===== config.mk =====
export PLATFORM = sky130hd
export DESIGN_NAME = axi4_burst_sequencer
export DESIGN_NICKNAME = d
export VERILOG_FILES = /design/src/rtl/axi4_seq_pkg.sv /design/src/rtl/axi4_wdata_fifo.sv /design/src/rtl/axi4_burst_sequencer.sv
export SDC_FILE = /design/constraint.sdc
export NUM_CORES = 1
export LEC_CHECK = 0
export CAP_MARGIN = 20
export CORE_MARGIN = 2
export CORE_UTILIZATION = 50
export CTS_CLUSTER_DIAMETER = 120
export DETAILED_ROUTE_END_ITERATION = 16
export MAX_ROUTING_LAYER = met4
export PLACE_DENSITY = 0.7
export REMOVE_ABC_BUFFERS = 1
export SLEW_MARGIN = 5
export SYNTH_ARGS = -nofsm -noshare
export SYNTH_HDL_FRONTEND = slang
export SYNTH_SLANG_ARGS = --single-unit

===== constraint.sdc =====
create_clock -name ACLK -period 13 [get_ports ACLK]
set_input_delay 3.9 -clock ACLK [delete_from_list [all_inputs] [get_ports ACLK]]
set_output_delay 3.9 -clock ACLK [all_outputs]
set_load 0.02 [all_outputs]

===== src/rtl/axi4_seq_pkg.sv =====
// Shared types and timing defaults for the AXI4 burst sequencer.
// Latency: n/a (types and constants only).
// Backpressure: n/a.
package axi4_seq_pkg;

   typedef enum logic [2:0] {
      IDLE,
      SETUP,
      WBEAT,
      RBEAT,
      GAP
   } state_t;

   // Registered copy of an accepted command; the address lives in its own output register.
   typedef struct packed {
      logic       write;
      logic [3:0] len;
   } cmd_t;

   localparam int DEF_SETUP_CYC   = 3;
   localparam int DEF_RD_BEAT_CYC = 3;
   localparam int DEF_GAP_CYC     = 2;

   // Phase counter width covers any of the cycle parameters up to 255.
   localparam int CYC_W  = 8;
   // Beat counter is 5 bits so a 16-beat burst never wraps.
   localparam int BEAT_W = 5;

endpackage


===== src/rtl/axi4_wdata_fifo.sv =====
// Generic synchronous FIFO holding write-burst data; show-ahead head word on pop_dat.
// Latency: a pushed word is visible at the head one cycle after the push edge.
// Backpressure: push_rdy low when full (push dropped); pop ignored when empty.
module axi4_wdata_fifo #(
   parameter int DEPTH = 16,
   parameter int WIDTH = 32,
   localparam int PTR_W = (DEPTH > 1) ? $clog2(DEPTH) : 1,
   localparam int CNT_W = $clog2(DEPTH + 1)
) (
   input  logic             core_clk,
   input  logic             arst,
   input  logic             push_vld,
   output logic             push_rdy,
   input  logic [WIDTH-1:0] push_dat,
   input  logic             pop_rdy,
   output logic             pop_vld,
   output logic [WIDTH-1:0] pop_dat,
   output logic [CNT_W-1:0] count
);

   logic [WIDTH-1:0] mem [DEPTH];
   logic [PTR_W-1:0] wr_ptr;
   logic [PTR_W-1:0] rd_ptr;
   logic             push_ok;
   logic             pop_ok;

   // Pointers wrap at DEPTH, which need not be a power of two.
   function automatic logic [PTR_W-1:0] ptr_next(input logic [PTR_W-1:0] p);
      return (p == PTR_W'(DEPTH - 1)) ? '0 : p + PTR_W'(1);
   endfunction

   assign push_rdy = (count != CNT_W'(DEPTH));
   assign pop_vld  = (count != '0);
   assign push_ok  = push_vld && push_rdy;
   assign pop_ok   = pop_rdy && pop_vld;
   assign pop_dat  = mem[rd_ptr];

   // Pointer and occupancy tracking; simultaneous push and pop leave count unchanged.
   always_ff @(posedge core_clk or posedge arst) begin
      if (arst) begin
         wr_ptr <= '0;
         rd_ptr <= '0;
         count  <= '0;
      end else begin
         if (push_ok) wr_ptr <= ptr_next(wr_ptr);
         if (pop_ok)  rd_ptr <= ptr_next(rd_ptr);
         case ({push_ok, pop_ok})
            2'b10:   count <= count + CNT_W'(1);
            2'b01:   count <= count - CNT_W'(1);
            default: ;
         endcase
      end
   end

   // Storage array is not reset; emptiness is carried by the pointers and count.
   always_ff @(posedge core_clk) begin
      if (push_ok) mem[wr_ptr] <= push_dat;
   end

endmodule


===== src/rtl/axi4_burst_sequencer.sv =====
// Turns burst commands into beat-by-beat write_s/read_s/LAST sequences for axi4_lite_top.
// Latency: SETUP_CYC cycles to first beat; 1 cycle/write beat, RD_BEAT_CYC cycles/read beat, then GAP_CYC idle.
// Backpressure: write commands wait in IDLE until the whole burst is buffered; wd_ready low when the FIFO is full.
module axi4_burst_sequencer
   import axi4_seq_pkg::*;
#(
   parameter int FIFO_DEPTH  = 16,
   parameter int SETUP_CYC   = DEF_SETUP_CYC,
   parameter int RD_BEAT_CYC = DEF_RD_BEAT_CYC,
   parameter int GAP_CYC     = DEF_GAP_CYC
) (
   input  logic        ACLK,
   input  logic        ARESET,
   input  logic        cmd_valid,
   output logic        cmd_ready,
   input  logic        cmd_write,
   input  logic [31:0] cmd_addr,
   input  logic [3:0]  cmd_len,
   input  logic        wd_valid,
   output logic        wd_ready,
   input  logic [31:0] wd_data,
   output logic        write_s,
   output logic        read_s,
   output logic        LAST,
   output logic [31:0] address,
   output logic [31:0] W_data,
   input  logic [31:0] R_data,
   output logic        rd_valid,
   output logic [31:0] rd_data,
   output logic        busy
);

   localparam int CNT_W = $clog2(FIFO_DEPTH + 1);

   state_t            state;
   cmd_t              cmd;
   logic [CYC_W-1:0]  cyc_cnt;
   logic [BEAT_W-1:0] beat_cnt;
   logic [BEAT_W-1:0] last_beat;
   logic [BEAT_W-1:0] need_beats;
   logic [CNT_W-1:0]  fifo_cnt;
   logic [31:0]       fifo_head;
   logic              fifo_nempty;
   logic              fifo_pop;
   logic              setup_done;
   logic              rbeat_done;
   logic              gap_done;

   assign last_beat  = BEAT_W'(cmd.len);
   assign need_beats = BEAT_W'(cmd_len) + BEAT_W'(1);
   assign setup_done = (cyc_cnt == CYC_W'(SETUP_CYC - 1));
   assign rbeat_done = (cyc_cnt == CYC_W'(RD_BEAT_CYC - 1));
   assign gap_done   = (cyc_cnt == CYC_W'(GAP_CYC - 1));

   // A write is only accepted once every beat is already buffered, so beats never stall.
   // Gated by reset so no output is high while ARESET is held.
   assign cmd_ready = !ARESET && (state == IDLE) &&
                      (!cmd_write || (32'(fifo_cnt) >= 32'(need_beats)));

   // The word for each beat is popped one cycle ahead and registered onto W_data.
   assign fifo_pop = fifo_nempty &&
                     (((state == SETUP) && setup_done && cmd.write) ||
                      ((state == WBEAT) && (beat_cnt != last_beat)));

   axi4_wdata_fifo #(
      .DEPTH (FIFO_DEPTH),
      .WIDTH (32)
   ) u_wdata_fifo (
      .core_clk (ACLK),
      .arst     (ARESET),
      .push_vld (wd_valid),
      .push_rdy (wd_ready),
      .push_dat (wd_data),
      .pop_rdy  (fifo_pop),
      .pop_vld  (fifo_nempty),
      .pop_dat  (fifo_head),
      .count    (fifo_cnt)
   );

   // Burst FSM with all interface outputs registered.
   always_ff @(posedge ACLK or posedge ARESET) begin
      if (ARESET) begin
         state    <= IDLE;
         cmd      <= '0;
         cyc_cnt  <= '0;
         beat_cnt <= '0;
         write_s  <= 1'b0;
         read_s   <= 1'b0;
         LAST     <= 1'b0;
         address  <= '0;
         W_data   <= '0;
         rd_valid <= 1'b0;
         rd_data  <= '0;
         busy     <= 1'b0;
      end else begin
         rd_valid <= 1'b0;
         case (state)
            IDLE: begin
               if (cmd_valid && cmd_ready) begin
                  cmd.write <= cmd_write;
                  cmd.len   <= cmd_len;
                  address   <= cmd_addr;
                  write_s   <= cmd_write;
                  read_s    <= !cmd_write;
                  cyc_cnt   <= '0;
                  busy      <= 1'b1;
                  state     <= SETUP;
               end
            end
            SETUP: begin
               if (setup_done) begin
                  cyc_cnt  <= '0;
                  beat_cnt <= '0;
                  LAST     <= (cmd.len == 4'd0);
                  if (cmd.write) begin
                     W_data <= fifo_head;
                     state  <= WBEAT;
                  end else begin
                     state  <= RBEAT;
                  end
               end else begin
                  cyc_cnt <= cyc_cnt + CYC_W'(1);
               end
            end
            WBEAT: begin
               if (beat_cnt == last_beat) begin
                  write_s <= 1'b0;
                  LAST    <= 1'b0;
                  W_data  <= '0;
                  cyc_cnt <= '0;
                  state   <= GAP;
               end else begin
                  beat_cnt <= beat_cnt + BEAT_W'(1);
                  W_data   <= fifo_head;
                  LAST     <= ((beat_cnt + BEAT_W'(1)) == last_beat);
               end
            end
            RBEAT: begin
               if (rbeat_done) begin
                  rd_data  <= R_data;
                  rd_valid <= 1'b1;
                  cyc_cnt  <= '0;
                  if (beat_cnt == last_beat) begin
                     read_s <= 1'b0;
                     LAST   <= 1'b0;
                     state  <= GAP;
                  end else begin
                     beat_cnt <= beat_cnt + BEAT_W'(1);
                     LAST     <= ((beat_cnt + BEAT_W'(1)) == last_beat);
                  end
               end else begin
                  cyc_cnt <= cyc_cnt + CYC_W'(1);
               end
            end
            GAP: begin
               if (gap_done) begin
                  busy  <= 1'b0;
                  state <= IDLE;
               end else begin
                  cyc_cnt <= cyc_cnt + CYC_W'(1);
               end
            end
            default: state <= IDLE;
         endcase
      end
   end

endmodule

Yosys cells after proc, flatten, opt, wreduce, memory -nomap -nowiden:

Memories as Yosys holds them, arrays and structs flattened.
Cells that the tools add are included.

* bits in registers: 135
* bits in writable memories: 512
* memories: 1
* output and inout bits: 103

* order comparisons: 1
* equality and inequality tests: 22
* muxes and demuxes: 40
* reduce and logical (&&, ||, !) cells: 33
* add/sub/neg operators: 7

Memory list
* u_wdata_fifo.mem: words 16, width 32, read ports 1, clocked after Yosys merged registers in 0, wr ports 1, line axi4_wdata_fifo.sv:21 `logic [WIDTH-1:0] mem [DEPTH];`

Operators by type and width (number)
* two-way mux 32 bit: 3
* case mux 32 bit (2 select lines): 1
* two-way mux 8 bit: 4
* case mux 8 bit (4 select lines): 1
* two-way mux 3 bit: 5
* two-way mux 5 bit: 3
* case mux 3 bit (5 select lines): 1
* case mux 5 bit (3 select lines): 1
* two-way mux 1 bit: 14
* inequality test 2 bit, second input constant: 6
* AND reduction 3 bit: 4
* AND reduction 4 bit: 3
* adder 5 x 1 -> 5 bit, second input constant: 2
* equality test 5 x 4 -> 1 bit: 2
* case mux 5 bit (2 select lines): 1
* nonzero test 2 bit: 5
* logical AND 1 bit: 9
* adder 4 x 1 -> 4 bit, second input constant: 2
* adder 8 x 1 -> 8 bit, second input constant: 1
* equality test 4 bit, second input constant: 2
* equality test 8 x 1 -> 1 bit, second input constant: 1
* equality test 8 x 2 -> 1 bit, second input constant: 1
* two-way mux 4 bit: 2
* equality test 3 x 2 -> 1 bit, second input constant: 2
* 21 further kinds: 27

Depth between registers and ports, before layout:

Gate-level depths: netlist of the first run.

* depth after elaboration: 8
* depth in mapped cells: 13
* mapped depth without buffers: 12

Cells and area by module:

From an unflattened synthesis of the first run, not the netlist that was laid out.

* cell total of the unflattened synthesis: 1341
* area total of the unflattened synthesis: 25349.3 sq um

Modules (own cells, without submodules)
* axi4_wdata_fifo: cells an instance 882, times used 1, seq. area each 15700.1 sq um, area each 20043.0 sq um
* axi4_burst_sequencer: cells an instance 459, times used 1, seq. area each 3052.9 sq um, area each 5306.3 sq um

Worst setup path before layout of the first run:

No wires, ideal clock.

* path kind: in2out
* start: input port ARESET
* end: output port cmd_ready
* setup slack: 1.795 ns
* arrival: 7.305 ns
* data required time: 9.100 ns
* stages: 2
* cells stage by stage: inv_1 -> and3_1

* longest elaborated chain between the ends: 3

RTL lines
* from (decl): line axi4_burst_sequencer.sv:13 `input logic ARESET,`
* zero test 1 bit (no source line)
* logical AND 1 bit (2 in a row): line axi4_burst_sequencer.sv:57 `assign cmd_ready = !ARESET && (state == IDLE) &&`
* to (decl): line axi4_burst_sequencer.sv:15 `output logic cmd_ready,`

No other way between the ends.

Final worst setup path of the first run:

* start: input port cmd_len[0]
* end: output port cmd_ready

* longest elaborated chain between the ends: 4

RTL lines
* from (decl): line axi4_burst_sequencer.sv:18 `input logic [3:0] cmd_len,`
* adder 4 x 1 -> 5 bit: line axi4_burst_sequencer.sv:50 `assign need_beats = BEAT_W'(cmd_len) + BEAT_W'(1);`
* greater-or-equal comparator 5 bit: line axi4_burst_sequencer.sv:58 `(!cmd_write || (32'(fifo_cnt) >= 32'(need_beats)));`
* logical OR 1 bit: line axi4_burst_sequencer.sv:58
* logical AND 1 bit: line axi4_burst_sequencer.sv:57

No other way between the ends.

==> results of run 1 <==
==> critical path, cell delays in order <==
cell             delay (ns)
clkdlybuf4s50_1        0.46
ha_1                   0.25
xnor2_1                0.14
ha_1                   0.28
nor2_1                 0.04
o31ai_1                0.36
and3_1                 0.22
clkdlybuf4s50_1        0.61
==> per-stage QoR <==
step / power [uW] / area (sq um) / util [%] / hold WS, ns
floorplan: 4183 / 25110 / - / 0.4534
global placement: 4765 / 28350 / 56.39 / 0.4474
detailed placement: 4807 / 28350 / 56.39 / 0.4565
CTS: 6694 / 30510 / 60.69 / 0.4681
global route: 6933 / 30540 / 60.75 / 0.4881
finish: 6622 / 30540 / 60.75 / 0.4672
==> cells in the final DEF (no fill, tap or decap), types with 4 or more instances in the layout <==
| master | synthesis | layout |
|---|---|---|
| edfxtp_1 | 512 | 512 |
| clkdlybuf4s50_1 | 0 | 207 |
| dfrtp_1 | 135 | 131 |
| mux4_2 | 128 | 128 |
| nand2_1 | 127 | 127 |
| clkbuf_16 | 0 | 69 |
| a21oi_1 | 47 | 47 |
| mux2_2 | 37 | 37 |
| nor2b_1 | 35 | 35 |
| a211oi_1 | 35 | 35 |
| a22o_1 | 35 | 35 |
| mux2i_1 | 34 | 34 |
| buf_4 | 3 | 23 |
| ha_1 | 19 | 19 |
| o21ai_0 | 15 | 15 |
| nand3_1 | 16 | 15 |
| clkbuf_1 | 29 | 14 |
| nor2_1 | 25 | 13 |
| nor2_4 | 0 | 12 |
| inv_1 | 12 | 11 |
| clkinv_1 | 0 | 11 |
| xnor2_1 | 9 | 9 |
| clkinv_2 | 0 | 9 |
| xor2_1 | 8 | 8 |
| nand2b_1 | 8 | 8 |
| clkbuf_8 | 0 | 8 |
| nor3_2 | 2 | 6 |
| a31oi_1 | 6 | 6 |
| and3_1 | 5 | 5 |
| inv_6 | 0 | 4 |
| bufinv_16 | 0 | 4 |
==> state kept, by name (all words and copies together) (netlist names) <==
signal	flops
W_data	32
u_wdata_fifo.count	5
u_wdata_fifo.mem	512
address	32
rd_data	32
LAST	1
cmd	5
state	3
rd_valid	1
cyc_cnt	8
u_wdata_fifo.rd_ptr	4
read_s	1
beat_cnt	5
write_s	1
busy	1
u_wdata_fifo.wr_ptr	4
==> layer usage <==
layer / global-route usage (%) / vias up / part of all wire (%)
met4: 5.786 / 0 / 2.3
met3: 4.588 / 88 / 6.8
met1: 29.29 / 6978 / 43
met5: - / - / 0
li1: - / 5869 / -
met2: 34.42 / 471 / 48
==> cell type report <==
class / instances / area (sq um)
Antenna cell: 2 / 5.005
Clock buffer: 91 / 1889
Clock inverter: 29 / 272.8
Fill cell: 3687 / 19730
Inverter: 12 / 50.05
Multi-Input combinational cell: 634 / 6427
Sequential cell: 647 / 18770
Tap cell: 672 / 840.8
Timing Repair Buffer: 232 / 2292
==> where the power goes <==
group	switching, uW	internal, uW
registers	229	2580
logic	987	949
clock network	776	1100
total	1990	4630
==> cell families after synthesis <==
| kind of cell | count (synthesis) | synth area share [%] |
|---|---|---|
| adders and majority gates | 20 | 1.012 |
| AOI/OAI and AO/OA | 160 | 4.396 |
| xor gates and xnor gates | 17 | 0.5846 |
| and+or+nand+nor | 236 | 4.406 |
| buffers and inverters | 86 | 1.601 |
| DFF | 647 | 73.62 |
| muxes | 201 | 14.38 |
==> worst paths after layout <==
check / slack [ns] / startpoint / cells after the start / endpoint
max reg2reg: 9.50 / u_wdata_fifo.rd_ptr[1] / 7 / W_data[4]
min reg2reg: 0.47 / rd_data[26] / 2 / rd_data[26]
min: 0.47 / rd_data[26] / 2 / rd_data[26]
min in group asynchronous: 3.82 / ARESET / 2 / rd_data[4]
max: 2.84 / cmd_len[0] / 8 / cmd_ready
max in group asynchronous: 7.78 / ARESET / 3 / W_data[15]
==> flow_metrics.env, run 1 <==
export IMPL_drive_gt1_share_pct=19.45
export IMPL_status="finished, final reports clean"
export IMPL_overflow=0
export IMPL_drt_iter0_markers=1176
export IMPL_start_kind="input port"
export IMPL_cp_end_kind="primary output"
export IMPL_clock_sinks=647
export IMPL_die_h_um=229.7
export IMPL_seq_area_frac_synth_pct=73.62
export IMPL_cts_resized=0
export IMPL_slew_headroom_pct=31.53
export IMPL_post_cts_buffers=0
export IMPL_required_ns=9.10
export IMPL_cts_hold_buf=0
export IMPL_synth_top_cell_area_share_pct=60.36
export IMPL_drc=0
export IMPL_p_leak_uw=0.01060
export IMPL_cts_tree="built"
export IMPL_die_area_sq_um=52760
export IMPL_rsz0062_at_grt="false"
export IMPL_nets=1718
export IMPL_htree_levels=3
export IMPL_grt_pass1_wl_um=83720
export IMPL_layout_min_cycle_time_ns=10.16
export IMPL_clock_fmax_mhz=98.40
export IMPL_clkLatencyLatePin_ns=0.60
export IMPL_critPathArrivalTime_ns=6.26
export IMPL_wire_per_inst_um=23.67
export IMPL_ys_types=56
export IMPL_p_per_area_nw_per_um2=216.8
export IMPL_cap_violations=0
export IMPL_finClkSkew_ns=0.02019
export IMPL_setup_slack_ns=2.837
export IMPL_critPathMaxFanout=3
export IMPL_yosysTopAreaCell="edfxtp_1"
export IMPL_fin_crit_sh_pct=78.17
export IMPL_start_util_pct=50.67
export IMPL_vias=13406
export IMPL_via_per_inst=5.781
export IMPL_ys_ff_latch=647
export IMPL_area_delta_synth_final_pct=19.91
export IMPL_rows=82
export IMPL_path_class="in -> out"
export IMPL_dp_hpwl_um=29240
export IMPL_numCtsBuffers=66
export IMPL_synthArstFlopShare_pct=20.87
export IMPL_holdCritPathClass="reg -> reg"
export IMPL_clkTransAtPathRegs_ns=0.05
export IMPL_firstDrtPassIters=5
export IMPL_routed_wl_um=54890
export IMPL_clockBufferDepth=3
export IMPL_max_slew_worst_pin_slew_ns=1.027
export IMPL_pre_cts_slack_ns=2.835
export IMPL_tns_ns=0
export IMPL_numPortBuffers=207
export IMPL_grtUsageTotal_pct=21.82
export IMPL_die_w_um=229.7
export IMPL_gp_congestion=0.8397
export IMPL_synth_most_common_cell="edfxtp_1"
export IMPL_placed_cells=2196
export IMPL_stdcell_count=2319
export IMPL_grt_start_max_net_pins=116
export IMPL_io_pins=208
export IMPL_ant_nets=0
export IMPL_finalSetupViolCount=0
export IMPL_ir_drop_uv=193.2
export IMPL_ys_top_cells_by_count="512 x edfxtp_1, 135 x dfrtp_1, 128 x mux4_2"
export IMPL_synthTopCellsByArea="edfxtp_1 60%, dfrtp_1 13%, mux4_2 11%"
export IMPL_ys_flop_type="edfxtp_1"
export IMPL_core_area_sq_um=50270
export IMPL_clock_root_buffer="clkbuf_16"
export IMPL_syn_inst=1367
export IMPL_synth_edf_count=512
export IMPL_drv_slew=0
export IMPL_grt_pass1_vias=13757
export IMPL_yosys_warnings=0
export IMPL_syn_area_per_cell_sq_um=18.63
export IMPL_hold_viol=0
export IMPL_grt_antenna_before_repair=2
export IMPL_syn_cell_area_sq_um=25470
No activity file was read; power rests on OpenSTA's default activity.
==> inputs of run 2 (changes only) <==
Settings changed: PLACE_DENSITY 0.7 to 0.73.
Clock period 13 ns to 8.25 ns, I/O delays scaled along.
==> flow_metrics.env, run 2 (synthesis results as in run 1) <==
export IMPL_grt_antenna_before_repair=3
export IMPL_cts_hold_buf=0
export IMPL_clkTransAtPathRegs_ns=0.05
export IMPL_ant_nets=0
export IMPL_start_util_pct=50.67
export IMPL_rsz0062_at_grt="false"
export IMPL_grt_pass1_vias=13564
export IMPL_via_per_inst=5.762
export IMPL_clock_sinks=647
export IMPL_vias=13403
export IMPL_finalSetupViolCount=0
export IMPL_routed_wl_um=54960
export IMPL_slowest_stage="clkdlybuf4s50_1"
export IMPL_finClkSkew_ns=0.02092
export IMPL_max_stage_delay_ns=0.60
export IMPL_slew_headroom_pct=31.06
export IMPL_htree_levels=3
export IMPL_cap_violations=0
export IMPL_largest_register="u_wdata_fifo.mem"
export IMPL_cp_cell_sequence="clkdlybuf4s50_1 -> ha_1 -> xnor2_1 -> ha_1 -> nor2_1 -> o31ai_1 -> and3_1 -> clkdlybuf4s50_1"
export IMPL_max_slew_worst_pin_slew_ns=1.034
export IMPL_numCtsBuffers=68
export IMPL_holdCritPathClass="reg -> reg"
export IMPL_die_area_sq_um=52760
export IMPL_final_common_cell="edfxtp_1"
export IMPL_gp_congestion=0.8891
export IMPL_area_delta_synth_final_pct=19.85
export IMPL_status="finished, final reports clean"
export IMPL_whs_ns=0.4628
export IMPL_required_ns=5.78
export IMPL_drv_slew=0
export IMPL_grt_pass1_wl_um=82820
export IMPL_cts_resized=0
export IMPL_overflow=0
export IMPL_layout_common_cells="512 x edfxtp_1, 207 x clkdlybuf4s50_1, 131 x dfrtp_1"
export IMPL_cts_tree="built"
export IMPL_clockBufferDepth=3
export IMPL_drive_gt1_share_pct=19.62
export IMPL_layout_min_cycle_time_ns=7.404
export IMPL_cp_end_kind="primary output"
export IMPL_die_h_um=229.7
export IMPL_drt_iter0_markers=1107
export IMPL_grtUsageTotal_pct=21.60
export IMPL_dp_hpwl_um=30620
export IMPL_clkLatencyLatePin_ns=0.60
export IMPL_clock_root_buffer="clkbuf_16"
export IMPL_firstDrtPassIters=5
export IMPL_numPortBuffers=207
export IMPL_path_class="in -> out"
export IMPL_placed_cells=2199
export IMPL_die_w_um=229.7
export IMPL_wire_per_inst_um=23.63
export IMPL_nets=1723
export IMPL_grt_start_max_net_pins=69
export IMPL_fin_crit_sh_pct=89.75
export IMPL_crit_family="buffers and inverters"
export IMPL_critPathArrivalTime_ns=4.93
export IMPL_largest_register_ffs=512
export IMPL_rows=82
export IMPL_crit_buf_inv=2
export IMPL_hold_viol=0
export IMPL_p_leak_uw=0.01059
export IMPL_critPathMaxFanout=3
export IMPL_drc=0
export IMPL_p_per_area_nw_per_um2=340.2
export IMPL_core_area_sq_um=50270
export IMPL_post_cts_buffers=0
export IMPL_stdcell_count=2326
export IMPL_clock_fmax_mhz=135.1
export IMPL_p_total_uw=10390
export IMPL_io_pins=208
export IMPL_ir_drop_uv=213.5
export IMPL_start_kind="input port"
run 2: worst paths after layout:
check / startpoint / endpoint / slack [ns] / cells past startpoint
max: cmd_len[0] / cmd_ready / 0.85 / 8
min: rd_data[22] / rd_data[22] / 0.46 / 2
max reg2reg: u_wdata_fifo.rd_ptr[1] / W_data[17] / 4.62 / 7
min reg2reg: rd_data[22] / rd_data[22] / 0.46 / 2
max in group asynchronous: ARESET / rd_data[7] / 4.16 / 4
min in group asynchronous: ARESET / W_data[8] / 2.26 / 2
run 2: area by class of cell:
cell class | count | area, sq um
repair buffers | 235 | 2298
clock inverters | 31 | 276.5
well taps | 672 | 840.8
fillers | 3610 | 19750
diodes | 3 | 7.507
inverters | 12 | 50.05
flip-flops and latches | 647 | 18770
clock buffers | 92 | 1862
multi-input cells | 634 | 6427
run 2: tightest hold or removal path, delay by kind of cell, from the launching register on:
| kind | cells | cell delay (ns) |
|---|---|---|
| flops | 1 | 0.33 |
| simple gates | 2 | 0.10 |
run 2: routing by layer:
layer  global-route usage [%]  vias up  wire length (um)
met3                    4.340       89              3378
met2                    34.13      477             26770
met1                    29.05     6957             23570
li1                         -     5880                 -
met5                        -        -                 0
met4                    5.786        0              1232
run 2: stage by stage:
step | area, sq um | setup slack, ns | TNS, ns | utilization [%]
2_1_floorplan | 25110 | -0.1054 | -0.1054 | -
3_3_place_gp | 28350 | 0.9633 | 0 | 56.39
3_5_place_dp | 28360 | 0.8862 | 0 | 56.42
4_1_cts | 30500 | 0.8689 | 0 | 60.67
5_1_grt | 30530 | 0.7287 | 0 | 60.72
6_report | 30530 | 0.8457 | 0 | 60.72
run 2: power by group:
group	total, uW	internal [uW]	switching (uW)
clock	2920	1670	1260
combinational	2990	1490	1490
sequential	4480	4060	421
==> inputs of run 3 (changes only) <==
Settings changed: REMOVE_ABC_BUFFERS 1 to not set.
==> flow_metrics.env, run 3 (synthesis results as in run 1) <==
export IMPL_critPathArrivalTime_ns=5.03
export IMPL_required_ns=5.78
export IMPL_overflow=0
export IMPL_largest_register_ffs=512
export IMPL_clock_sinks=647
export IMPL_io_pins=208
export IMPL_routed_wl_um=53470
export IMPL_layout_common_cells="512 x edfxtp_1, 207 x clkdlybuf4s50_1, 131 x dfrtp_1"
export IMPL_drive_gt1_share_pct=19.44
export IMPL_p_per_area_nw_per_um2=340.4
export IMPL_ant_nets=0
export IMPL_post_cts_buffers=0
export IMPL_tns_ns=0
export IMPL_p_seq_share_pct=43.0
export IMPL_numPortBuffers=207
export IMPL_area_delta_synth_final_pct=20.04
export IMPL_via_per_inst=5.711
export IMPL_internal_power_uw=7323
export IMPL_rsz0062_at_grt="false"
export IMPL_nets=1724
export IMPL_finalSetupViolCount=0
export IMPL_wire_per_inst_um=22.99
export IMPL_ir_drop_uv=255.4
export IMPL_die_h_um=229.7
export IMPL_grtUsageTotal_pct=21.23
export IMPL_drt_iter0_markers=1092
export IMPL_gp_congestion=0.8189
export IMPL_rows=82
export IMPL_cts_resized=0
export IMPL_core_area_sq_um=50270
export IMPL_vias=13284
export IMPL_dp_hpwl_um=31600
export IMPL_cts_hold_buf=0
export IMPL_p_sw_uw=3085
export IMPL_die_area_sq_um=52760
export IMPL_pre_cts_slack_ns=0.7975
export IMPL_die_w_um=229.7
export IMPL_start_kind="input port"
export IMPL_numCtsBuffers=66
export IMPL_max_slew_worst_pin_slew_ns=1.012
export IMPL_grt_pass1_wl_um=82300
export IMPL_clkLatencyLatePin_ns=0.59
export IMPL_synth_nets=1492
export IMPL_path_class="in -> out"
export IMPL_clock_root_buffer="clkbuf_16"
export IMPL_critPathMaxFanout=3
export IMPL_hold_viol=0
export IMPL_p_sw_share_pct=29.64
export IMPL_grt_antenna_before_repair=3
export IMPL_slew_headroom_pct=32.51
export IMPL_drc=0
export IMPL_holdCritPathClass="reg -> reg"
export IMPL_setup_slack_ns=0.7456
export IMPL_grt_pass1_vias=13700
export IMPL_status="finished, final reports clean"
export IMPL_fin_crit_sh_pct=90.96
export IMPL_firstDrtPassIters=5
export IMPL_htree_levels=3
export IMPL_clock_fmax_mhz=133.3
export IMPL_finClkSkew_ns=0.01995
export IMPL_start_util_pct=50.67
export IMPL_clockPowerShare_pct=28.3
export IMPL_p_leak_uw=0.01061
export IMPL_cts_tree="built"
export IMPL_cp_end_kind="primary output"
export IMPL_grt_start_max_net_pins=85
export IMPL_largest_register="u_wdata_fifo.mem"
export IMPL_final_common_cell="edfxtp_1"
export IMPL_drv_slew=0
export IMPL_clockBufferDepth=3
export IMPL_clkTransAtPathRegs_ns=0.05
export IMPL_cap_violations=0
export IMPL_layout_min_cycle_time_ns=7.504
export IMPL_power_frac_comb_pct=28.7
-- run 3: cell types whose count changed in the layout (fill, tap and decap cells not counted), moves of 2 or more --
cell and change:
inv_6 -2, clkinv_1 -5, clkbuf_1 +8, clkbuf_8 -3, buf_4 +2, bufinv_16 +4
clkinv_8 -2
-- run 3: cell type report --
class                           count  area (sq um)
Clock inverter                     22         261.5
Clock buffer                       98          1876
Timing Repair Buffer              238          2350
Inverter                           12         48.80
Sequential cell                   647         18770
Multi-Input combinational cell    634          6427
Tap cell                          672         840.8
Antenna cell                        3         7.507
Fill cell                        3544         19700
-- run 3: power by group through the flow --
| stage | logic (uW) | clock network [uW] | registers (uW) |
|---|---|---|---|
| 3_3_place_gp | 2980 | 0 | 4520 |
| 3_5_place_dp | 3020 | 0 | 4540 |
| 5_1_grt | 3240 | 3130 | 4540 |
| 2_1_floorplan | 1860 | 0 | 4610 |
| 4_1_cts | 3040 | 3000 | 4480 |
| 6_report | 2990 | 2950 | 4470 |
-- run 3: per-layer routing --
| metal | vias up | share of wire, % | GRT usage [%] |
|---|---|---|---|
| met1 | 6853 | 43 | 28.79 |
| li1 | 5881 | - | - |
| met2 | 470 | 49 | 33.53 |
| met5 | - | 0 | - |
| met3 | 80 | 6.5 | 4.365 |
| met4 | 0 | 1.9 | 4.960 |
-- run 3: final timing paths --
kind / start / end / slack, ns / cells past startpoint
min reg2reg: rd_data[27] / rd_data[27] / 0.46 / 2
max: cmd_len[1] / cmd_ready / 0.75 / 8
max reg2reg: u_wdata_fifo.rd_ptr[1] / W_data[15] / 4.77 / 7
max in group asynchronous: ARESET / W_data[16] / 4.53 / 5
min: rd_data[27] / rd_data[27] / 0.46 / 2
min in group asynchronous: ARESET / busy / 2.57 / 3
-- run 3: critical path, stage by stage --
cell and delay [ns]:
clkdlybuf4s50_1 0.48, ha_1 0.26, xnor2_1 0.15, ha_1 0.29, nor2_1 0.05, o31ai_1 0.48, and3_1 0.24, clkdlybuf4s50_1 0.60
-- run 3: stage by stage --
step / util [%] / instances / total power, uW / hold slack (ns) / cell area, sq um
2_1_floorplan: - / 1367 / 6461 / 0.4534 / 25480
5_1_grt: 60.82 / 2326 / 10920 / 0.4897 / 30580
6_report: 60.82 / 2326 / 10410 / 0.4638 / 30580
4_1_cts: 60.71 / 2321 / 10520 / 0.4686 / 30520
3_3_place_gp: 56.46 / 2201 / 7501 / 0.4510 / 28380
3_5_place_dp: 56.46 / 2201 / 7569 / 0.4557 / 28380
